File: config.mk
export PLATFORM = sky130hd
export DESIGN_NAME = bus_sequencer
export DESIGN_NICKNAME = d
export VERILOG_FILES = /design/src/rtl/bus_sequencer.sv
export SDC_FILE = /design/constraint.sdc
export NUM_CORES = 1
export LEC_CHECK = 0
export CORE_MARGIN = 2
export CORE_UTILIZATION = 45
export CTS_BUF_LIST = sky130_fd_sc_hd__clkbuf_8
export DETAILED_ROUTE_END_ITERATION = 7
export GPL_TIMING_DRIVEN = 0
export PLACE_DENSITY = 0.76
export SLEW_MARGIN = 20
export SYNTH_ARGS = -nofsm -noshare
export SYNTH_HDL_FRONTEND = slang
export SYNTH_SLANG_ARGS = --single-unit
File: constraint.sdc
create_clock -name clk -period 2.1 [get_ports clk]
set_clock_uncertainty 0.1 [all_clocks]
set_input_delay 0.21 -clock clk [delete_from_list [all_inputs] [get_ports clk]]
set_output_delay 0.21 -clock clk [all_outputs]
set_load 0.01 [all_outputs]
File: src/rtl/bus_sequencer.sv
// Shared-bus transfer sequencer: arbitrates one requester, drives its bus enable, strobes the target.
// Define BUS_SEQ_ROUND_ROBIN_EN for round-robin arbitration; otherwise fixed priority (lowest index wins).
module bus_sequencer #(
    parameter int DATA_W = 12,
    parameter int N_DEV  = 4
) (
    input  logic                 clk,
    input  logic                 rst_n,
    input  logic [N_DEV-1:0]     req,
    input  logic [2*N_DEV-1:0]   dst,
    output logic [N_DEV-1:0]     link_bus,
    output logic [N_DEV-1:0]     write,
    input  logic [DATA_W-1:0]    Data_bus,
    output logic [N_DEV-1:0]     done,
    output logic                 err,
    output logic [DATA_W-1:0]    last_data,
    output logic                 busy
);

    localparam int IDX_W = 2;
    typedef logic [IDX_W-1:0] idx_t;
    typedef enum logic [2:0] {IDLE, ARB, DRIVE, STROBE, HOLD, DONE} state_t;

    // The 2-bit dst field per device only addresses four devices.
    if (N_DEV != 4) begin : g_n_dev_check
        $error("bus_sequencer: N_DEV must be 4");
    end

    state_t             state, state_nxt;
    idx_t               src_r, dst_r;
    idx_t               grant_idx, dst_sel, src_nxt, dst_nxt;
    logic               armed;
    logic               req_any;
    logic [N_DEV-1:0]   link_nxt, write_nxt, done_nxt;
    logic               err_nxt;

    assign req_any = |req;
    assign dst_sel = dst[{grant_idx, 1'b0} +: IDX_W];

`ifdef BUS_SEQ_ROUND_ROBIN_EN
    idx_t ptr;

    // Scan downwards so the requester closest to ptr is the last (winning) assignment.
    always_comb begin
        idx_t cand;
        cand      = '0;
        grant_idx = ptr;
        for (int k = N_DEV - 1; k >= 0; k--) begin
            cand = ptr + idx_t'(k);
            if (req[cand]) grant_idx = cand;
        end
    end

    always_ff @(posedge clk or negedge rst_n) begin
        if (!rst_n) begin
            ptr <= '0;
        end else if (state == ARB && req_any) begin
            ptr <= grant_idx + idx_t'(1);
        end
    end
`else
    always_comb begin
        grant_idx = '0;
        for (int k = N_DEV - 1; k >= 0; k--) begin
            if (req[k]) grant_idx = idx_t'(k);
        end
    end
`endif

    // NOTE: every signal driven here gets a default first, so no path leaves it unassigned and no latch is inferred.
    always_comb begin
        state_nxt = state;
        link_nxt  = '0;
        write_nxt = '0;
        done_nxt  = '0;
        err_nxt   = 1'b0;
        src_nxt   = (state == ARB) ? grant_idx : src_r;
        dst_nxt   = (state == ARB) ? dst_sel   : dst_r;

        unique case (state)
            IDLE:   if (armed && req_any) state_nxt = ARB;
            ARB: begin
                if (!req_any)                  state_nxt = IDLE;
                else if (dst_sel == grant_idx) state_nxt = DONE;
                else                           state_nxt = DRIVE;
            end
            DRIVE:  state_nxt = STROBE;
            STROBE: state_nxt = HOLD;
            HOLD:   state_nxt = DONE;
            DONE:   state_nxt = IDLE;
            default: state_nxt = IDLE;
        endcase

        // Outputs are decoded for the state being entered and registered, so write never glitches.
        unique case (state_nxt)
            DRIVE, HOLD: link_nxt[src_nxt] = 1'b1;
            STROBE: begin
                link_nxt[src_nxt]  = 1'b1;
                write_nxt[dst_nxt] = 1'b1;
            end
            DONE: begin
                done_nxt[src_nxt] = 1'b1;
                err_nxt           = (state == ARB);
            end
            default: ;
        endcase
    end

    // NOTE: sequential state uses non-blocking assignments so every register updates from pre-edge values.
    always_ff @(posedge clk or negedge rst_n) begin
        if (!rst_n) begin
            state     <= IDLE;
            src_r     <= '0;
            dst_r     <= '0;
            armed     <= 1'b0;
            last_data <= '0;
            link_bus  <= '0;
            write     <= '0;
            done      <= '0;
            err       <= 1'b0;
        end else begin
            state    <= state_nxt;
            src_r    <= src_nxt;
            dst_r    <= dst_nxt;
            armed    <= 1'b1;
            link_bus <= link_nxt;
            write    <= write_nxt;
            done     <= done_nxt;
            err      <= err_nxt;
            if (state == STROBE) last_data <= Data_bus;
        end
    end

    assign busy = (state != IDLE);

endmodule

== After elaboration in Yosys (flattened, before gate mapping) ==
Cells that the tools add are included.
Storage, ports and cells
  register bits after elaboration: 33
  bits of input ports: 26
  output and inout bits: 26
  logic and storage cells: 48
Operators by class
  $lt $le $gt $ge: 4
  eq/ne operators: 9
  shift operators: 1
  multiplexer cells: 18
  reduce and logical (&&, ||, !) cells: 7
Operators by type and width (number)
  one-hot mux 3 bit (5 select lines): 1
  equality test 3 x 2 -> 1 bit, second input constant: 4
  two-way mux 2 bit: 6
  two-way mux 4 bit: 3
  equality test 3 bit, second input constant: 3
  two-way mux 3 bit: 3
  variable part select 8 x 4 -> 2 bit: 1
  less-than comparator 2 x 3 -> 1 bit, second input constant: 2
  demux 1 bit (select 2 bit): 2
  >= comparator 2 x 1 -> 1 bit, second input constant: 2
  OR reduction 4 bit: 1
  equality test 3 x 1 -> 1 bit, second input constant: 1
  logical AND 1 bit: 3
  logical NOT 3 bit: 1
  two-way mux 1 bit: 3
  nonzero test 3 bit: 1
  OR reduction 3 bit: 1
  equality test 2 bit: 1

== Logic depth before layout (Yosys ltp) ==
Gate-level depths: netlist of the first run.
  depth in word-level cells: 12
  mapped depth: 6
  gate-level depth less buffers: 5

== Worst setup path before layout of the first run ==
OpenSTA, ideal clock, no wires.
  path type: flip-flop to flip-flop
  start point: reg state[2]
  end point: reg link_bus[1]
  library setup time: 63 ps
  arrival time: 1432 ps
  data required time: 1937 ps
  setup slack: 505 ps
  cell stages (with the launch flop): 7
  path buffers: 1
  period minus slack after synthesis: 1595 ps
  path through: dfrtp_1 -> clkbuf_1 -> nor3b_2 -> nand2_1 -> nand2_1 -> o31ai_2 -> o21ba_2
On the way
  word-level cells in the longest chain between the ends: 7
  elaborated cells between the ends (all ways): 18
  those cells by class: order compare: 2; eq/ne: 7; mux: 6; reduce/logical: 3
Ends and longest elaborated chain
  start, declared: line 29  | state_t state, state_nxt;
  start signal, assigned: line 122  | state <= state_nxt;
  equality test 3 x 1 -> 1 bit: line 77, 80
  two-way mux 2 bit: line 77  | src_nxt = (state == ARB) ? grant_idx : src_r;
  less-than comparator 2 x 3 -> 1 bit (not written as such) / >= comparator 2 x 1 -> 1 bit (equally long branches): line 96, 98
  logical AND 1 bit (not written as such): line 96, 98
  two-way mux 1 bit (not written as such): line 96, 98
  demux 1 bit (select 2 bit): line 96, 98
  two-way mux 4 bit *
  named net link_nxt[1]: line 34  | logic [N_DEV-1:0] link_nxt, write_nxt, done_nxt;
  end signal, assigned: line 126  | link_bus <= link_nxt;
  end, declared: line 11  | output logic [N_DEV-1:0] link_bus,
Mark *: on every way through the listed nets, which the timed path passes. The rest lies on a longest branch.
A chain may end at the register's enable or synchronous reset.

== Worst setup path after layout of the first run ==
  start point: reg state[2]
  end point: out busy
On the way
  word-level cells in the longest chain between the ends: 1
Ends and longest elaborated chain
  nonzero test 3 bit: line 134  | assign busy = (state != IDLE);
  end, declared: line 17  | output logic busy
No other way between the ends.

==> results of run 1 <==
## cell type report
class,instances,area [sq um],share of cell area (%)
sequential,33,825.8,36.73
inverter,5,18.77,0.8347
clock buffer,7,96.34,4.285
multi-input combinational,100,703.2,31.27
buffer,5,36.28,1.614
tap,46,57.56,2.560
clock inverter,1,5.005,0.2226
timing repair buffer,51,505.5,22.48
## synth_stat cells (all sizes together)
library cell,count
a31oi,2
o21ba,2
o211ai,2
buf,4
or4,1
nor3b,4
nand3b,3
o21ai,4
a21oi,6
inv,5
or3,1
clkbuf,1
nor2,16
o32ai,1
nor4b,2
nand3,4
a221oi,1
nand2,15
and3,3
a21o,2
o31ai,4
dfrtp,33
a21boi,1
nand2b,2
mux2,12
a22oi,1
a211o,1
a211oi,1
and2,1
conb,1
a22o,1
o22ai,1
o21a,1
nor4,2
or2,1
o211a,1
## per-stage QoR
step / setup slack, ps / util (%) / TNS (ps) / power, mW
6_report: 91.40 / 66.85 / 0 / 2.649
5_1_grt: 13.62 / 66.85 / 0 / 2.823
4_1_cts: 111.4 / 66.67 / 0 / 2.660
3_5_place_dp: -129.6 / 63.36 / -610.3 / 2.142
3_3_place_gp: -84.06 / 63.50 / -253.4 / 2.107
2_1_floorplan: 504.7 / - / 0 / 1.608
## routing by layer
layer | vias to the layer above | GRT usage [%] | routed length (um)
li1 | 624 | - | -
met1 | 603 | 21.96 | 1404
met2 | 64 | 30.05 | 1625
met3 | 4 | 5.893 | 242
met4 | 0 | 8.152 | 55
met5 | - | 0 | 0
## state kept, by name, indices dropped and copies added, names as in the netlist
name	flops
last_data	12
done	4
link_bus	4
write	4
state	3
dst_r	2
src_r	2
armed	1
err	1
## timing repair
| item | in CTS | in global routing |
|---|---|---|
| hold buffers | 1 | 0 |
| endpoints found under the hold margin | 33 | 0 |
| gates resized for setup | 0 | 1 |
| endpoints found under the setup margin | 0 | 2 |
## cell families after synthesis
family	after synthesis
AOI/OAI and AO/OA	32
DFF	33
and+or+nand+nor	55
muxes	12
other	1
buffers and inverters	10
## cell usage in the layout (no fill, tap or decap), types with 3 or more instances in the layout
cell             Yosys  routed
dfrtp_1             33      33
nor2_1              16      16
clkdlybuf4s50_1      0      49
o21ai_0              3       3
buf_2                2       3
nand3_1              4       4
inv_1                5       5
nand3b_1             3       3
clkbuf_8             0       7
a21oi_1              6       6
nand2_1             15      15
mux2_2              12      12
## worst paths after layout
path | startpoint | end | slack (ps) | cells past startpoint
setup / recovery | state[2] | busy | 90 | 3
min in group asynchronous | rst_n | state[1] | 420 | 2
max in group asynchronous | rst_n | err | 1050 | 2
setup reg to reg | state[2] | last_data[11] | 280 | 4
hold / removal | req[2] | done[2] | 180 | 3
hold reg to reg | dst_r[0] | write[2] | 400 | 1
## worst reg2reg max path: stages (launching register included)
cell and delay [ps]:
dfrtp_1 330, clkbuf_1 350, nand3b_1 250, buf_2 280
mux2_2 380
## power groups by stage
stage | Sequential, mW | Combinational [mW] | Clock (mW)
finish | 1.01 | 1.14 | 0.502
global route | 1.04 | 1.24 | 0.549
CTS | 1.00 | 1.14 | 0.518
detailed placement | 1.01 | 1.13 | 0
global placement | 0.993 | 1.11 | 0
floorplan | 1.07 | 0.534 | 0
==> metrics.cfg, run 1 <==
[logic_synthesis]
synthAdderAreaFrac_pct = 0
synthesis.nets = 169
syn_area_sq_um = 1578
synthCells = 143
synth_largest_area_cell = dfrtp_1
synth_top_family_by_area = simple AND/OR/NAND/NOR gates
syn_area_per_cell_sq_um = 11.03
synth_compound_area_share_pct = 15.94
synth_xor_area_share_pct = 0
yosysSeqAreaShare_pct = 52.34
yosys_register_bits = 33
yosys.area_share.simple_pct = 19.43
synth_cell_types = 42
synth_mux_area_share_pct = 8.565
synth.top_cell.area_share_pct = 52.34
yosys-top-cells-area = dfrtp_1, mux2_2, nor2_1
ys_warn_count = 0

[pwr]
combPwrFrac_pct = 43.0
p_seq_share_pct = 38.0
vdd_drop_max_v = 0.0004703
p_per_area_nw_per_um2 = 1178
p_int_mw = 1.787
p_sw_mw = 0.8619
p_leak_nw = 0.9733
power_switching_share_pct = 32.53
clkPwrFrac_pct = 19.0

[clock_tree]
numCtsBuffers = 5
path_clk_slew_ps = 60
cts_root_buffer = clkbuf_8
tritoncts = done
cts_setup_buffers = 0
insertion_delay_ps = 270
clk_path_buf_depth = 2
cts_sinks = 33
h-tree-depth = 2

[critical_path]
crit_slowest_cell = clkdlybuf4s50_1
path_cells = clkbuf_1, or3_1, clkdlybuf4s50_1
worstSetupEndpointType = primary output
crit_path_max_fanout = 9
crit_family = buffers and inverters
cpPeakStageDelay_ps = 490
path_buf_inv = 2
cp.required_ps = 1790
path_class = register to primary output
start_kind = register
crit_arrival_ps = 1700

[finish]
areaGrowthSynthToFinish_pct = 42.51
n_antenna_cell = 0
fin_area_sq_um = 2248
fin_nets = 227
final_cells = 248
drive_above_1_share_pct = 18.32
nFillCells = 278

[routing]
ant_nets = 0
drt_iter0_drc = 51
wl_per_cell_um = 13.42
vias = 1295
via_per_inst = 5.222
drcViolationCount = 0
routed_wl_mm = 3.328
dr.pass1.iters = 4

[placed_design]
dp.cells = 239
hpwl_mm = 2.490
place_area_sq_um = 2131
place_congestion = 0.8903
portBuffers = 50

[global_route]
grt.overflow.total = 0
grt_pass1_wl_mm = 5.609
grt_pass1_vias = 1201
grt_max_degree = 34
grtUsageTotal_pct = 18.28
antenna_found_initial = 0

[die]
pin_count = 52
die_h_um = 63.21
core_area_sq_um = 3363
dieWidth_um = 63.21
dieArea_sq_um = 3996
std_cell_rows = 21
initial_core_util_pct = 46.91

[sta]
finalMaxSlewViolations = 0
hold_viol = 0
rsz0062_at_grt = no
maxSlewHeadroom_pct = 54.21
hold_ws_ps = 175.1
final_period_minus_worst_setup_slack_ps = 2009
fmax_mhz = 497.9
setup_viol = 0
fin_crit_sh_pct = 95.65
tightestPinTransition_ps = 686.8

[run_status]
status = completed

[worst_hold_path]
hold_path.class = input pin to register

[flow_run]
drv_cap = 0

Note: power is estimated with default switching activity, not from simulation.
==> inputs of run 2 (changes only) <==
--- a/config.mk
+++ b/config.mk
@@ -5,6 +5,7 @@
 export SDC_FILE = /design/constraint.sdc
 export NUM_CORES = 1
 export LEC_CHECK = 0
+export CAP_MARGIN = 20
 export CORE_MARGIN = 2
 export CORE_UTILIZATION = 45
 export CTS_BUF_LIST = sky130_fd_sc_hd__clkbuf_8
==> results of run 2 <==
The final DEF is identical to that of run 1; final timing and power are the same.
==> inputs of run 3 (changes only) <==
--- a/config.mk
+++ b/config.mk
@@ -12,7 +12,7 @@
 export DETAILED_ROUTE_END_ITERATION = 7
 export GPL_TIMING_DRIVEN = 0
 export PLACE_DENSITY = 0.76
-export SLEW_MARGIN = 20
+export SLEW_MARGIN = 40
 export SYNTH_ARGS = -nofsm -noshare
 export SYNTH_HDL_FRONTEND = slang
 export SYNTH_SLANG_ARGS = --single-unit
==> results of run 3 <==
The final DEF is identical to that of run 1; final timing and power are the same.
